$ cat config.mk
export PLATFORM = sky130hd
export DESIGN_NAME = host_to_breakout_tx
export DESIGN_NICKNAME = d
export VERILOG_FILES = /design/src/rtl/h2b_pkg.sv /design/src/rtl/bit_timer.sv /design/src/rtl/host_to_breakout_tx.sv
export SDC_FILE = /design/constraint.sdc
export NUM_CORES = 1
export LEC_CHECK = 0
export ABC_AREA = 1
export BUFFER_PORTS_ARGS = -buffer_cell sky130_fd_sc_hd__buf_2
export CAP_MARGIN = 40
export CELL_PAD_IN_SITES_DETAIL_PLACEMENT = 1
export CELL_PAD_IN_SITES_GLOBAL_PLACEMENT = 2
export CORE_ASPECT_RATIO = 0.9
export CORE_UTILIZATION = 34
export CTS_CLUSTER_SIZE = 25
export DETAILED_ROUTE_END_ITERATION = 10
export GPL_ROUTABILITY_DRIVEN = 1
export PLACE_DENSITY = 0.81
export REMOVE_ABC_BUFFERS = 1
export SETUP_SLACK_MARGIN = 0.15
export SLEW_MARGIN = 20
export SYNTH_ARGS = -nofsm -noshare
export SYNTH_HDL_FRONTEND = slang
export SYNTH_HIERARCHICAL = 1
export SYNTH_SLANG_ARGS = --single-unit
export TNS_END_PERCENT = 5
$ cat constraint.sdc
create_clock -name i_clk -period 2.5 [get_ports i_clk]
set_clock_uncertainty 0.2 [all_clocks]
set_input_delay 0.375 -clock i_clk [delete_from_list [all_inputs] [get_ports i_clk]]
set_output_delay 0.375 -clock i_clk [all_outputs]
set_load 0.01 [all_outputs]
$ cat src/rtl/h2b_pkg.sv
// h2b_pkg: shared definitions for the host-to-breakout serial link.
// Holds the frame field widths, the bit positions of each field inside the
// 16-bit frame, and the frame-pack function. The host transmitter uses the
// pack function, and so do the breakout receiver and its checker.
package h2b_pkg;

   localparam int FRAME_W   = 16;
   localparam int SYNC_W    = 3;
   localparam int PORT_W    = 8;
   localparam int LED_W     = 4;
   localparam int BIT_IDX_W = $clog2(FRAME_W);

   // Field positions inside the frame (bit 15 is transmitted first).
   localparam int SYNC_MSB   = 15;
   localparam int SYNC_LSB   = 13;
   localparam int PORT_MSB   = 12;
   localparam int PORT_LSB   = 5;
   localparam int LED_MSB    = 4;
   localparam int LED_LSB    = 1;
   localparam int PARITY_BIT = 0;

   localparam logic [SYNC_W-1:0] SYNC_DEFAULT = 3'b110;

   typedef logic [FRAME_W-1:0] frame_t;

   // Builds a frame from a port word and an LED word. The parity bit is the
   // even parity of the port and LED fields, so the count of ones across
   // bits [12:0] is always even.
   function automatic frame_t pack_frame(input logic [PORT_W-1:0] port,
                                         input logic [LED_W-1:0]  led,
                                         input logic [SYNC_W-1:0] sync = SYNC_DEFAULT);
      frame_t f;
      f                    = '0;
      f[SYNC_MSB:SYNC_LSB] = sync;
      f[PORT_MSB:PORT_LSB] = port;
      f[LED_MSB:LED_LSB]   = led;
      f[PARITY_BIT]        = ^{port, led};
      return f;
   endfunction

endpackage

$ cat src/rtl/bit_timer.sv
// bit_timer: phase and bit-index counters for the host-to-breakout serializer.
// Ports:
//   i_clk, i_reset_n : system clock, asynchronous active-low reset
//   o_clk_s          : registered forwarded bit clock (low for the first half
//                      of each bit period, high for the second half)
//   o_load           : strobe, the coming clock edge starts a new frame
//   o_shift          : strobe, the coming clock edge moves to the next bit
module bit_timer
   import h2b_pkg::*;
#(
   parameter int HALF_PERIOD = 1
)
(
   input  logic i_clk,
   input  logic i_reset_n,
   output logic o_clk_s,
   output logic o_load,
   output logic o_shift
);

   localparam int PH_W = $clog2(2 * HALF_PERIOD);
   localparam logic [PH_W-1:0]      PH_MAX  = PH_W'(2 * HALF_PERIOD - 1);
   localparam logic [PH_W-1:0]      PH_HALF = PH_W'(HALF_PERIOD);
   localparam logic [BIT_IDX_W-1:0] B_TOP   = BIT_IDX_W'(FRAME_W - 1);

   logic [PH_W-1:0]      ph_reg;
   logic [PH_W-1:0]      ph_next;
   logic [BIT_IDX_W-1:0] b_reg;
   logic [BIT_IDX_W-1:0] b_next;
   logic                 running_reg;
   logic                 ph_wrap;

   assign ph_wrap = (ph_reg == PH_MAX);

   // The very first edge after reset release also counts as a frame
   // boundary: it launches frame bit 15 without waiting a full frame.
   assign o_load  = !running_reg || (ph_wrap && (b_reg == '0));
   assign o_shift = running_reg && ph_wrap && (b_reg != '0);

   always_comb begin
      ph_next = ph_reg;
      b_next  = b_reg;
      if (running_reg) begin
         if (ph_wrap) begin
            ph_next = '0;
            b_next  = (b_reg == '0) ? B_TOP : b_reg - BIT_IDX_W'(1);
         end else begin
            ph_next = ph_reg + PH_W'(1);
         end
      end
   end

   // Reset release is expected to be synchronous to i_clk at the source.
   always_ff @(posedge i_clk or negedge i_reset_n) begin
      if (!i_reset_n) begin
         ph_reg      <= '0;
         b_reg       <= B_TOP;
         running_reg <= 1'b0;
         o_clk_s     <= 1'b0;
      end else begin
         ph_reg      <= ph_next;
         b_reg       <= b_next;
         running_reg <= 1'b1;
         // Registered from the next phase so the clock and data change on
         // the same edge; data only ever changes when this goes low.
         o_clk_s     <= (ph_next >= PH_HALF);
      end
   end

endmodule

$ cat src/rtl/host_to_breakout_tx.sv
// host_to_breakout_tx: frames digital-output and link-LED state into a
// continuously repeating 16-bit frame, sent MSB first with a forwarded clock.
// Ports:
//   i_clk, i_reset_n      : system clock, asynchronous active-low reset
//   i_port, i_led, i_valid: new output word and its valid strobe
//   o_ready               : one-deep holding register is free
//   o_clk_s, o_d0_s       : forwarded bit clock and serial data
//   o_frame_start         : one-cycle pulse when frame bit 15 is first driven
//   o_frame_cnt           : frames started since reset (wrapping)
module host_to_breakout_tx
   import h2b_pkg::*;
#(
   parameter int                HALF_PERIOD = 1,
   parameter logic [SYNC_W-1:0] SYNC_WORD   = SYNC_DEFAULT
)
(
   input  logic              i_clk,
   input  logic              i_reset_n,
   input  logic [PORT_W-1:0] i_port,
   input  logic [LED_W-1:0]  i_led,
   input  logic              i_valid,
   output logic              o_ready,
   output logic              o_clk_s,
   output logic              o_d0_s,
   output logic              o_frame_start,
   output logic [15:0]       o_frame_cnt
);

   logic              load;
   logic              shift;
   logic              accept;
   logic [PORT_W-1:0] hold_port_reg;
   logic [LED_W-1:0]  hold_led_reg;
   logic              pending_reg;
   frame_t            shift_reg;
   frame_t            frame_next;
   logic              frame_start_reg;
   logic [15:0]       frame_cnt_reg;

   bit_timer #(
      .HALF_PERIOD (HALF_PERIOD)
   ) u_bit_timer (
      .i_clk     (i_clk),
      .i_reset_n (i_reset_n),
      .o_clk_s   (o_clk_s),
      .o_load    (load),
      .o_shift   (shift)
   );

   assign o_ready = !pending_reg;
   assign accept  = i_valid && !pending_reg;

   // A word arriving on the load edge goes straight into the new frame.
   always_comb begin
      frame_next = pack_frame(hold_port_reg, hold_led_reg, SYNC_WORD);
      if (accept) begin
         frame_next = pack_frame(i_port, i_led, SYNC_WORD);
      end
   end

   always_ff @(posedge i_clk or negedge i_reset_n) begin
      if (!i_reset_n) begin
         hold_port_reg   <= '0;
         hold_led_reg    <= '0;
         pending_reg     <= 1'b0;
         shift_reg       <= '0;
         frame_start_reg <= 1'b0;
         frame_cnt_reg   <= '0;
      end else begin
         frame_start_reg <= load;
         // The holding register always keeps the latest word so that idle
         // frames keep retransmitting it.
         if (accept) begin
            hold_port_reg <= i_port;
            hold_led_reg  <= i_led;
         end
         if (load) begin
            shift_reg     <= frame_next;
            pending_reg   <= 1'b0;
            frame_cnt_reg <= frame_cnt_reg + 16'd1;
         end else begin
            if (accept) begin
               pending_reg <= 1'b1;
            end
            if (shift) begin
               shift_reg <= {shift_reg[FRAME_W-2:0], 1'b0};
            end
         end
      end
   end

   assign o_d0_s        = shift_reg[FRAME_W-1];
   assign o_frame_start = frame_start_reg;
   assign o_frame_cnt   = frame_cnt_reg;

endmodule

==> key figures <==
Worst setup path
  – Crit Path Category: reg -> reg
  – Req. time, crit path: 2520 ps
  – Worst EP arrival: 2180 ps
  – Crit Path Max Fanout: 16
  – Worst setup EP type: flip-flop
  – Max stage delay on crit path: 540 ps
  – CP max stage cell: dfstp_2
  – CP cell instances: inv_1 > ha_1 > nand2_1 > inv_1 > nand2_1 > nand2_2 > buf_4 > nor2_2 > buf_4 > inv_2 > o22ai_1
  – Setup crit start kind: flip-flop

Placed design
  – IO Port Bufs: 34
  – DP HPWL: 4330 µm
  – RePlAce Congestion: 0.743
  – Placed insts: 444

Drt
  – Drt via density: 4.56
  – Drt wl/cell: 12.3 µm
  – Drt total wl: 5570 µm
  – Post-route ant nets: 0
  – DR pass1 iterations: 4
  – Post-route DRC: 0
  – Via Count: 2,066
  – Initial drt markers: 84

Clock tree
  – TritonCTS Buffers: 5
  – CTS Sinks: 52
  – Clock tree from TritonCTS: built
  – Clock slew at reported path FFs: 90 ps
  – Root Buffer: clkbuf_8
  – Skew-Pair Late Insertion Delay: 300 ps
  – CTS H-Tree Depth: 2
  – Clock buffer depth: 2
  – Setup Fix Bufs, Post-CTS: 0

Outcome
  – Status: finished clean

STA
  – RSZ-0062 raised after global routing: true
  – Fin Hold WS: 137 ps
  – Final hold vios: 0
  – Finish-stage setup viols: 0
  – Final Critical Period: 2160 ps
  – Fin Setup TNS: 0 ps
  – Worst-Margin Slew: 652 ps
  – Slew Viols, Final: 0
  – Post-route clock period utilization: 86.5%
  – F_max: 462 MHz
  – Slew HR: 56.5%

Global routing
  – First-pass GRT wire length: 9670 µm
  – Global route overflow: 0
  – Initial antenna violation count: 0
  – Largest net degree at the start of global routing: 28
  – Vias in the first global route: 2,097
  – Tot GR Track Use: 15.1%

Yosys
  – Seq cells post-synth: 52
  – Synth Instances: 314
  – Synth area leaders: dfrtp_1 46%, nand2_1 15%, xnor2_1 5.0%
  – Distinct cells, synth: 33
  – Sequential share of the synthesized area: 49.5%
  – Mapped Area: 2640 µm²
  – Top-area cell type share of the netlist area: 45.5%
  – Synth warn: 6
  – Yosys top cell by area: dfrtp_1
  – Synthesized area per cell: 8.40 µm²

Final layout
  – Final Core Density: 40.6%
  – Nets: 374
  – Share of layout cells above drive strength 1: 18.2%
  – Ant diodes: 0
  – Area Growth Syn to Fin: 16.1%
  – Non-Filler Instances: 453

Power
  – IR drop worst, VDD: 0.460 mV
  – Leak Pwr: 1.63 nW
  – PD cells: 907 nW/µm²

Worst hold path
  – Tightest Hold Check Type: in -> reg

Die
  – Core Box Area: 7540 µm²
  – Die area: 8110 µm²
  – Initial core utilization: 35.0%
  – # rows: 30
  – Die W: 94.8 µm
  – IO Pins: 35
  – Die height: 85.6 µm

Run
  – MaxCap Viol Count: 0
==> kinds of logic after synthesis <==
| family | synth area share (%) |
|---|---|
| and+or+nand+nor | 25.6 |
| DFF | 49.5 |
| buffers and inverters | 6.69 |
| xor gates and xnor gates | 9.63 |
| AOI/OAI and AO/OA | 5.84 |
| adders and majority gates | 1.42 |
| muxes | 1.14 |
| other | 0.142 |
==> stage by stage <==
step                power (mW)  setup slack [ps]  area [µm²]
floorplan                 1.97               191        2620
global placement          2.29               338        2960
detailed placement        2.33               222        2960
CTS                       2.84               203        3060
global route              3.03               143        3060
finish                    2.78               337        3060
==> metal layers <==
layer / vias to the layer above / share of wire [%] / wire length, µm / GRT usage, %
li1: 1058 / - / - / -
met1: 979 / 51 / 2810 / 21.2
met2: 29 / 47 / 2610 / 24.5
met3: 0 / 2.5 / 141 / 3.19
met4: 0 / 0 / 0 / 2.07
met5: - / 0 / 0 / 0
==> repair_timing <==
item,CTS,global route
hold endpoints to repair,24,0
hold buffers,1,0
resized for setup,0,2
setup endpoints to repair,0,10
==> final cells by class <==
cell class / instances / area, µm²
Fill cell: 938 / 4480
Sequential cell: 52 / 1310
Multi-Input combinational cell: 216 / 1160
Timing Repair Buffer: 40 / 230
Inverter: 41 / 154
Tap cell: 96 / 120
Clock buffer: 8 / 90.1
==> worst max-delay path, delay by kind of cell, from the launching register on <==
family,cells,cell delay (ps)
simple gates,4,370
flops,1,540
fa+ha+maj,1,230
compound gates,1,160
buf+inv,5,590
==> cells in the mapped netlist <==
cell	instances
a21oi_1	7
and2_1	1
and3_1	1
buf_2	3
clkbuf_1	2
clkinv_1	2
conb_1	1
dfrtp_1	48
dfstp_2	4
ha_1	3
inv_1	34
inv_2	5
mux2i_1	3
nand2_1	105
nand2_2	2
nand2b_1	1
nand3_1	17
nand3_4	1
nand4_1	1
nand4_2	2
nor2_1	13
nor2_2	2
nor2_4	2
nor3_1	2
nor3_4	1
o211ai_1	1
o21ai_0	2
o21ai_1	13
o22ai_1	3
o311ai_1	2
or2_1	1
xnor2_1	15
xor2_1	14
==> power by group <==
part	internal (mW)	switching, mW
sequential	1.11	0.189
clock	0.227	0.262
combinational	0.389	0.596
==> final timing paths <==
check / start / endpoint / slack, ps / depth (start not counted)
hold / removal: i_port[0] / hold_port_reg[0] / 140 / 3
max in group asynchronous: i_reset_n / u_bit_timer/b_reg[1] / 1010 / 3
hold reg to reg: u_bit_timer/b_reg[0] / u_bit_timer/b_reg[0] / 270 / 2
setup reg to reg: u_bit_timer/b_reg[0] / shift_reg[3] / 340 / 11
setup / recovery: u_bit_timer/b_reg[0] / shift_reg[3] / 340 / 11
min in group asynchronous: i_reset_n / hold_port_reg[2] / 440 / 2
==> cell usage in the layout (no fill, tap or decap), drive strengths merged, types with 2 or more instances in the layout <==
master,synthesis,layout
nand4,3,3
dfrtp,48,48
xor2,14,14
clkinv,2,2
ha,3,3
clkbuf,2,8
buf,3,39
nand2,107,107
nor3,3,3
o311ai,2,2
a21oi,7,7
dfstp,4,4
o22ai,3,3
nand3,18,18
nor2,17,17
inv,39,39
xnor2,15,15
o21ai,15,15
mux2i,3,3
(Power assumes the default switching activity.)
